File: src/rtl/mul_fx_pipe.sv
// Pipelined fixed-point multiplier, U/S(W-F,F) x U/S(W-F,F) -> U/S(W-F,F),
// with a valid/ready handshake, optional round-half-up and saturation.
module mul_fx_pipe #(
  parameter int TOTAL_BITS      = 16,
  parameter int FRACTIONAL_BITS = 8,
  parameter int SIGNED          = 1,
  parameter int STAGES          = 2,
  parameter int ROUND           = 1,
  parameter int SATURATE        = 1
) (
  input  logic                  clk,
  input  logic                  reset_n,
  input  logic                  in_valid,
  output logic                  in_ready,
  input  logic [TOTAL_BITS-1:0] in1,
  input  logic [TOTAL_BITS-1:0] in2,
  output logic                  out_valid,
  input  logic                  out_ready,
  output logic [TOTAL_BITS-1:0] out,
  output logic                  overflow
);

  localparam int W  = TOTAL_BITS;
  localparam int F  = FRACTIONAL_BITS;
  localparam int NP = (STAGES > 2) ? STAGES - 2 : 1;
  localparam logic [2*W:0] RND = (ROUND != 0) ? ((2*W+1)'(1) << (F - 1)) : '0;

  // Handshake: a transfer happens on a rising edge where valid & ready are both 1.
  // The whole pipe moves as one (adv); a stalled output freezes every stage,
  // bubbles included, and in_ready never depends on in_valid.
  logic              adv;
  logic [STAGES-1:0] vld;
  logic [STAGES:0]   chain;

  assign chain     = {vld, in_valid};
  assign out_valid = chain[STAGES];
  assign adv       = !chain[STAGES] || out_ready;
  assign in_ready  = adv;

  always_ff @(posedge clk or negedge reset_n) begin
    if (!reset_n) begin
      vld <= '0;
    end else if (adv) begin
      vld <= chain[STAGES-1:0];
    end
  end

  logic [W-1:0] op1, op2;

  generate
    if (STAGES >= 2) begin : g_opreg
      logic [W-1:0] a_q, b_q;
      always_ff @(posedge clk or negedge reset_n) begin
        if (!reset_n) begin
          a_q <= '0;
          b_q <= '0;
        end else if (adv) begin
          a_q <= in1;
          b_q <= in2;
        end
      end
      assign op1 = a_q;
      assign op2 = b_q;
    end else begin : g_opdir
      assign op1 = in1;
      assign op2 = in2;
    end
  endgenerate

  // Operands widened to 2W first, so the modulo-2^2W product is exact for both signednesses.
  logic [2*W-1:0] x1, x2, prod_comb, prod_src;

  always_comb begin
    x1 = {{W{(SIGNED != 0) ? op1[W-1] : 1'b0}}, op1};
    x2 = {{W{(SIGNED != 0) ? op2[W-1] : 1'b0}}, op2};
    prod_comb = x1 * x2;
  end

  generate
    if (STAGES > 2) begin : g_pslice
      logic [2*W-1:0] p_q [NP];
      always_ff @(posedge clk or negedge reset_n) begin
        if (!reset_n) begin
          for (int i = 0; i < NP; i++) p_q[i] <= '0;
        end else if (adv) begin
          p_q[0] <= prod_comb;
          for (int i = 1; i < NP; i++) p_q[i] <= p_q[i-1];
        end
      end
      assign prod_src = p_q[NP-1];
    end else begin : g_pdir
      assign prod_src = prod_comb;
    end
  endgenerate

  logic [2*W:0] r, q;
  logic [W-1:0] bound, res_c;
  logic         ovf_c;

  always_comb begin
    r     = {(SIGNED != 0) ? prod_src[2*W-1] : 1'b0, prod_src} + RND;
    q     = '0;
    bound = '1;
    ovf_c = 1'b0;
    if (SIGNED != 0) begin
      q     = $signed(r) >>> F;
      ovf_c = !((&q[2*W:W-1]) || (~|q[2*W:W-1]));
      bound = q[2*W] ? {1'b1, {(W-1){1'b0}}} : {1'b0, {(W-1){1'b1}}};
    end else begin
      q     = r >> F;
      ovf_c = |q[2*W:W];
    end
    res_c = (ovf_c && (SATURATE != 0)) ? bound : q[W-1:0];
  end

  // Output register only loads real results, so out/overflow hold across bubbles.
  always_ff @(posedge clk or negedge reset_n) begin
    if (!reset_n) begin
      out      <= '0;
      overflow <= 1'b0;
    end else if (adv && chain[STAGES-1]) begin
      out      <= res_c;
      overflow <= ovf_c;
    end
  end

endmodule
File: config.mk
export PLATFORM = sky130hd
export DESIGN_NAME = mul_fx_pipe
export DESIGN_NICKNAME = d
export VERILOG_FILES = /design/src/rtl/mul_fx_pipe.sv
export SDC_FILE = /design/constraint.sdc
export NUM_CORES = 1
export LEC_CHECK = 0
export ABC_AREA = 1
export CORE_MARGIN = 8
export CORE_UTILIZATION = 59
export CTS_CLUSTER_DIAMETER = 40
export DETAILED_ROUTE_END_ITERATION = 16
export PLACE_DENSITY = 0.79
export RECOVER_POWER = 100
export SYNTH_ARGS = -nofsm -noshare
export SYNTH_HDL_FRONTEND = slang
export SYNTH_SLANG_ARGS = --single-unit
File: constraint.sdc
create_clock -name clk -period 12.3 [get_ports clk]
set_input_delay 1.23 -clock clk [delete_from_list [all_inputs] [get_ports clk]]
set_output_delay 1.23 -clock clk [all_outputs]
set_load 0.02 [all_outputs]
# Word-level counts from Yosys, hierarchy flattened
# Cells that the tools add are included.
# Widths: inputs -> output; s select.
[op_classes] n_mux=2 addsub=1 multipliers=1 n_reduce_logical=8
[op_table] cell="$add 32x9->33 const B" count=1
[op_table] cell="$mul 16x16->32" count=1
[op_table] cell="$mux 16" count=2
[op_table] cell="$reduce_and 10->1" count=1
[op_table] cell="$reduce_or 10->1" count=1
[op_table] cell="$logic_not 1->1" count=3
[op_table] cell="$logic_or 1x1->1" count=2
[op_table] cell="$logic_and 1x1->1" count=1
[word_totals] elab_cells=17 in_bits=36 ff_bits=51

# Depth between registers and ports, before layout
# Gate-level depths: netlist (run 1).
[depth] word_depth=6 mapped_depth=36 depth_no_buf=33

# Least setup slack after synthesis (run 1)
# OpenSTA, ideal clock, no wires.
[synth_path] path_type="register to register" start="reg g_opreg.a_q[15]" end="reg out[10]" synth_period_minus_slack_ns=6.288 stages_incl_launch_ff=30 arrival_ns=6.168 setup_ns=0.121 required_ns=12.179 path_buffers=3 setup_slack_ns=6.012 path_cell_list="dfrtp_1 -> clkbuf_1 -> clkbuf_1 -> nand2_1 -> inv_1 -> fa_1 -> inv_1 -> fa_1 -> inv_1 -> fa_1 -> inv_1 -> fa_1 -> fa_1 -> fa_1 -> inv_1 -> ha_1 -> inv_1 -> nor3_2 -> nand2_1 -> nor3_2 -> nand2_2 -> nand2_1 -> nand2_1 -> nand2_2 -> nand2_1 -> inv_2 -> nand3_4 -> a21oi_4 -> buf_6 -> a21oi_2"
[synth_via] elab_chain_cells=6 elab_cells_between_ends=8
[synth_rtl] element="start: declaration" line_no="52" text="logic [W-1:0] a_q, b_q;"
[synth_rtl] element="start signal: assignment" line_no="58" text="a_q <= in1;"
[synth_rtl] element="$mul 16x16->32 *" line_no="76" text="prod_comb = x1 * x2;"
[synth_rtl] element="$add 32x9->33 *" line_no="101" text="r = {(SIGNED != 0) ? prod_src[2*W-1] : 1'b0, prod_src} + RND;"
[synth_rtl] element="$reduce_or 10->1" line_no="107" text="ovf_c = !((&q[2*W:W-1]) || (~|q[2*W:W-1]));"
[synth_rtl] element="$logic_not 1->1" line_no="107"
[synth_rtl] element="$logic_or 1x1->1" line_no="107"
[synth_rtl] element="$mux 16 *" line_no="113" text="res_c = (ovf_c && (SATURATE != 0)) ? bound : q[W-1:0];"
[synth_rtl] element="end signal: assignment" line_no="122" text="out <= res_c;"
[synth_rtl] element="end: declaration" line_no="19" text="output logic [TOTAL_BITS-1:0] out,"
# Every way passes the cells marked *; elsewhere a longest branch is shown, timed or not.
# A chain may end at the register's enable or synchronous reset.

# Worst setup path after layout (run 1)
[layout_path] start="reg g_opreg.b_q[1]" end="reg out[5]"
[layout_via] elab_chain_cells=6 elab_cells_between_ends=8
[layout_rtl] element="start: declaration" line_no="52"
[layout_rtl] element="start signal: assignment" line_no="59" text="b_q <= in2;"
[layout_rtl] element="$mul 16x16->32 *" line_no="76"
[layout_rtl] element="$add 32x9->33 *" line_no="101"
[layout_rtl] element="$reduce_or 10->1" line_no="107"
[layout_rtl] element="$logic_not 1->1" line_no="107"
[layout_rtl] element="$logic_or 1x1->1" line_no="107"
[layout_rtl] element="$mux 16 *" line_no="113"
# Marked as above.

==> results.toml, run 1 <==
[status]
status = "complete, but fails checks"
violations = "capacitance limit, slew limit"

[synth]
synth_ff_type = "dfrtp_1"
synth_top_family_by_area = "adder cells"
ys_ff_latch = 51
synth_area_leaders = "fa_1 40%, nand2_1 16%, inv_1 14%, dfrtp_1 9.6%, ha_1 7.3%"
yosysMostFrequentCell = "nand2_1"
syn_area_per_cell_sq_um = 7.49
yosysTopAreaCell = "fa_1"
async_flop_share_pct = 100
synth-simple-area-share_pct = 21.7
synth_edf_count = 0
synth_common_cells = "565 x nand2_1, 510 x inv_1, 267 x fa_1, 78 x ha_1, 67 x clkbuf_1"
synth_cells = 1777
synthMuxAreaShare_pct = 0
synth_top_area_share_pct = 40.2
yosysUniqueCellTypes = 33
syn_area_sq_um = 13300
yosysWarnings = 0
synth_compound_area_share_pct = 2.29
synth-seq-area-share_pct = 9.59
synthXorXnorAreaFrac_pct = 1.84
synth_fa_ha_area_share_pct = 47.5
synthesis.nets = 2158

[min_path]
hp-class = "reg -> reg"

[setup_path]
cp.required_ns = 12.54
crit_arrival_ns = 7.76
crit_slowest_cell = "fa_1"
critPathLaunchType = "register"
path_common_cell = "nand2_1"
slowest_delay_ns = 0.74
crit_fanout = 16
path_class = "reg -> reg"
end_kind = "register"

[cts]
clkTransAtPathRegs_ns = 0.08
htree_levels = 2
cts_resized = 0
clock_sinks = 51
cts_tree = "yes"
post_cts_buffers = 0
clkLatencyLatePin_ns = 0.31
clk_path_buf_depth = 2
numCtsBuffers = 5
cts_root_buf = "clkbuf_16"
hold_buffers = 0

[timing]
hold_viol = 0
tightest_slew_ns = 3.22
drv_slew = 123
rsz0062_at_grt = "false"
clock_skew_ns = 0.0129
max_slew_margin_pct = -115
fmax_mhz = 133
finalSetupViolations = 0
finalSetupTns_ns = 0
period_minus_slack_ns = 7.52
finalCritPeriodShare_pct = 61.1

[finish]
synthToLayoutAreaGrowth_pct = 5.28
antenna_cells = 0
finalNetCount = 2148
drive_above_1_share_pct = 3.51

[route]
drt_first_pass_iters = 5
vias = 10644
drtAntennaViolNets = 0
via_per_inst = 5.19
drt-initial-drc-count = 757
drt_wl_total_microns = 32800
wl_per_cell_microns = 16.0
drcViolationCount = 0

[global_routing]
antenna_found_initial = 0
gr-total-overflow = 0
grt_pass1_vias = 11677
grt_max_degree = 52
grt_pass1_wl_microns = 57000
grt_use_total_pct = 25.5

[floorplan]
core-area_sq_um = 22400
num_rows = 55
floorplan.initialDensity_pct = 59.5
dieHeight_microns = 166
die_area_sq_um = 27600
ios = 55
die_w_microns = 166

[place]
dp_hpwl_microns = 27400
portBuffers = 54
place_congestion = 0.914

[job]
maxCapViolCount = 3
## layout by cell type (no fill, tap or decap), types with 18 or more instances in the layout
cell type	count
nor2_1	56
a21oi_1	30
dlygate4sd3_1	20
nand3_1	34
dfrtp_1	51
ha_1	78
nand2_1	567
xor2_1	18
inv_1	511
fa_1	267
nand2_2	25
clkdlybuf4s50_1	33
## registers in the layout, summed over array words and instances (netlist names)
| signal | cells |
|---|---|
| g_opreg.a_q | 16 |
| g_opreg.b_q | 16 |
| out | 16 |
| overflow | 1 |
| vld | 2 |
## final timing paths
check,startpoint,endpoint,slack (ns),cells after the start
setup / recovery,g_opreg.b_q[1],out[5],4.78,27
hold / removal,overflow,overflow,0.49,2
setup reg to reg,g_opreg.b_q[1],out[5],4.78,27
hold reg to reg,overflow,overflow,0.49,2
max in group asynchronous,reset_n,g_opreg.b_q[7],8.40,2
min in group asynchronous,reset_n,g_opreg.b_q[0],2.09,2
## metrics by stage
| stage | util [%] | instances | hold slack (ns) | setup WS (ns) | instance area (sq um) |
|---|---|---|---|---|---|
| 5_1_grt | 62.6 | 2052 | 0.527 | 4.36 | 14000 |
| 3_3_place_gp | 62.2 | 2045 | 0.476 | 5.40 | 13900 |
| 6_report | 62.6 | 2052 | 0.488 | 4.78 | 14000 |
| 3_5_place_dp | 62.2 | 2045 | 0.478 | 5.24 | 13900 |
| 2_1_floorplan | - | 1777 | 0.432 | 6.01 | 13300 |
| 4_1_cts | 62.9 | 2052 | 0.497 | 5.18 | 14100 |
## final cells by class
cell class                      instances  area (sq um)
Sequential cell                        51          1280
Multi-Input combinational cell       1131          9710
Clock inverter                          2          37.5
Clock buffer                            5           125
Inverter                              521          1960
Fill cell                            1985          8360
Timing Repair Buffer                   57           547
Tap cell                              285           357
## kinds of logic (layout without fill, tap and decap cells)
logic type	Yosys count	count (layout)
compound gates	49	49
xor+xnor	28	28
buf+inv	595	585
flops	51	51
fa+ha+maj	345	345
simple gates	709	709
## worst max-delay path, delay by kind of cell (launching register included)
family / cells / cell delay, ns
compound gates: 1 / 0.17
fa+ha+maj: 7 / 3.78
buf+inv: 7 / 0.73
flops: 1 / 0.61
simple gates: 12 / 2.14
## layer usage
metal	share of wire (%)	global-route usage, %	wire length, microns	up-vias
li1	-	-	-	4915
met1	40	31.5	13100	5284
met2	51	45.1	16700	352
met3	5.4	2.78	1780	93
met4	3.5	9.84	1140	0
met5	0	0	0	-
Power of run 1 is left out: the tool's default activity adds up to more than one toggle a clock period on the data nets, which glitch-free logic cannot reach.
==> inputs of run 2 (changes only) <==
--- a/config.mk
+++ b/config.mk
@@ -7,10 +7,10 @@
 export LEC_CHECK = 0
 export ABC_AREA = 1
 export CORE_MARGIN = 8
-export CORE_UTILIZATION = 59
+export CORE_UTILIZATION = 58
 export CTS_CLUSTER_DIAMETER = 40
 export DETAILED_ROUTE_END_ITERATION = 16
-export PLACE_DENSITY = 0.79
+export PLACE_DENSITY = 0.81
 export RECOVER_POWER = 100
 export SYNTH_ARGS = -nofsm -noshare
 export SYNTH_HDL_FRONTEND = slang
==> constraint.sdc (replaced) <==
create_clock -name clk -period 6.8 [get_ports clk]
set_input_delay 0.68 -clock clk [delete_from_list [all_inputs] [get_ports clk]]
set_output_delay 0.68 -clock clk [all_outputs]
set_load 0.02 [all_outputs]
==> run 2 against run 1 <==
Net effect: the run still ends with capacitance limit, slew limit left; routed wire length is 3.4% higher; cell count is 2.1% higher; maximum frequency is 15% higher; worst hold slack worse by 0.015 ns; clock skew is 0.0049 ns lower; highest routed layer unchanged; non-clock buffer count is 41 higher; sequential share of layout area is 0.23 points lower.
==> results.toml, run 2 (synthesis results as in run 1) <==
[finish]
synthToLayoutAreaGrowth_pct = 9.16
final_cells = 2095
drive_above_1_share_pct = 7.96
final_common_cell = "nand2_1"
antenna_cells = 0
finalNetCount = 2190
final_util_pct = 64.3
num-fill-cells = 1931
final_cell_mix = "565 x nand2_1, 507 x inv_1, 265 x fa_1"
largestRegisters = "g_opreg.a_q x16, g_opreg.b_q x16, out x16"

[global_routing]
grt_use_total_pct = 25.6
grt_pass1_vias = 11614
antenna_found_initial = 0
grt_max_degree = 52
gr-total-overflow = 0
grt_pass1_wl_microns = 57300

[timing]
clock_skew_ns = 0.00798
finalCritPeriodShare_pct = 96.3
worst_hold_slack_ns = 0.473
rsz0062_at_grt = "false"
hold_viol = 0
fmax_mhz = 153
tightest_slew_ns = 3.16
finalSetupTns_ns = 0
drv_slew = 94
period_minus_slack_ns = 6.55
max_slew_margin_pct = -111
finalSetupViolations = 0

[floorplan]
num_rows = 55
floorplan.initialDensity_pct = 58.9
core-area_sq_um = 22600
die_w_microns = 167
ios = 55
die_area_sq_um = 28000
dieHeight_microns = 167

[cts]
cts_root_buf = "clkbuf_16"
clkLatencyLatePin_ns = 0.32
numCtsBuffers = 5
clkTransAtPathRegs_ns = 0.08
clock_sinks = 51
cts_tree = "yes"
clk_path_buf_depth = 2
htree_levels = 2

[setup_path]
crit_arrival_ns = 6.79
crit_fanout = 12
critical_path.startpoint = "g_opreg.b_q[10]"
end_kind = "register"
crit_buf_inv = 5
crit_family = "adder cells"
slowest_delay_ns = 0.67
critPathLaunchType = "register"
cp.required_ns = 7.04
crit_slowest_cell = "dfrtp_1"
rr_startpoint = "g_opreg.b_q[10]"
path_class = "reg -> reg"
path_common_cell = "nand2_1"

[status]
violations = "capacitance limit, slew limit"
status = "complete, but fails checks"

[route]
drt_wl_total_microns = 33900
drt-initial-drc-count = 856
vias = 10691
via_per_inst = 5.10
drt_first_pass_iters = 5
drcViolationCount = 0
drtAntennaViolNets = 0
wl_per_cell_microns = 16.2

[min_path]
hp-class = "reg -> reg"
min_from = "vld[0]"

[place]
post-place-cells = 2079
place_congestion = 0.980
dp_hpwl_microns = 28600
portBuffers = 54

[job]
maxCapViolCount = 2
## run 2: per-stage QoR
step           instance area (sq um)  setup slack (ns)
2_1_floorplan                  13300             0.512
3_3_place_gp                   14200             0.401
3_5_place_dp                   14200             0.192
4_1_cts                        14400             0.144
5_1_grt                        14500           0.00211
6_report                       14500             0.252
## run 2: worst paths after layout
kind	end	slack, ns	cells past startpoint
setup / recovery	out[11]	0.25	27
hold / removal	vld[1]	0.47	2
setup reg to reg	out[11]	0.25	27
hold reg to reg	vld[1]	0.47	2
max in group asynchronous	g_opreg.b_q[3]	3.28	2
min in group asynchronous	g_opreg.a_q[9]	1.51	2
## run 2: per-layer routing
metal  up-vias  share of wire, %  track usage [%]  routed length [microns]
met5         -                 0                0                        0
met4         0               3.4             9.63                     1140
met3        76               5.3             3.08                     1800
met2       337                51             46.0                    17400
met1      5263                40             31.1                    13500
li1       5015                 -                -                        -
## run 2: worst min-delay path, stage by stage, from the launching register on
cell and delay (ns):
dfrtp_1 0.33, inv_1 0.06, nand2_1 0.06
## run 2: timing repair
item / CTS / global route
setup endpoints to repair: 0 / 16
resized for setup: 0 / 32
hold buffers: 0 / 0
buffers inserted: 0 / 7
## run 2: area by class of cell
class	instances	area, sq um	area share, %
clock buffer	5	125	0.862
clock inverter	3	46.3	0.319
inverter	521	1970	13.5
multi-input combinational	1132	9850	67.8
sequential	51	1290	8.88
tap	285	357	2.46
timing repair buffer	98	883	6.08
Power of run 2 is left out for the same reason.
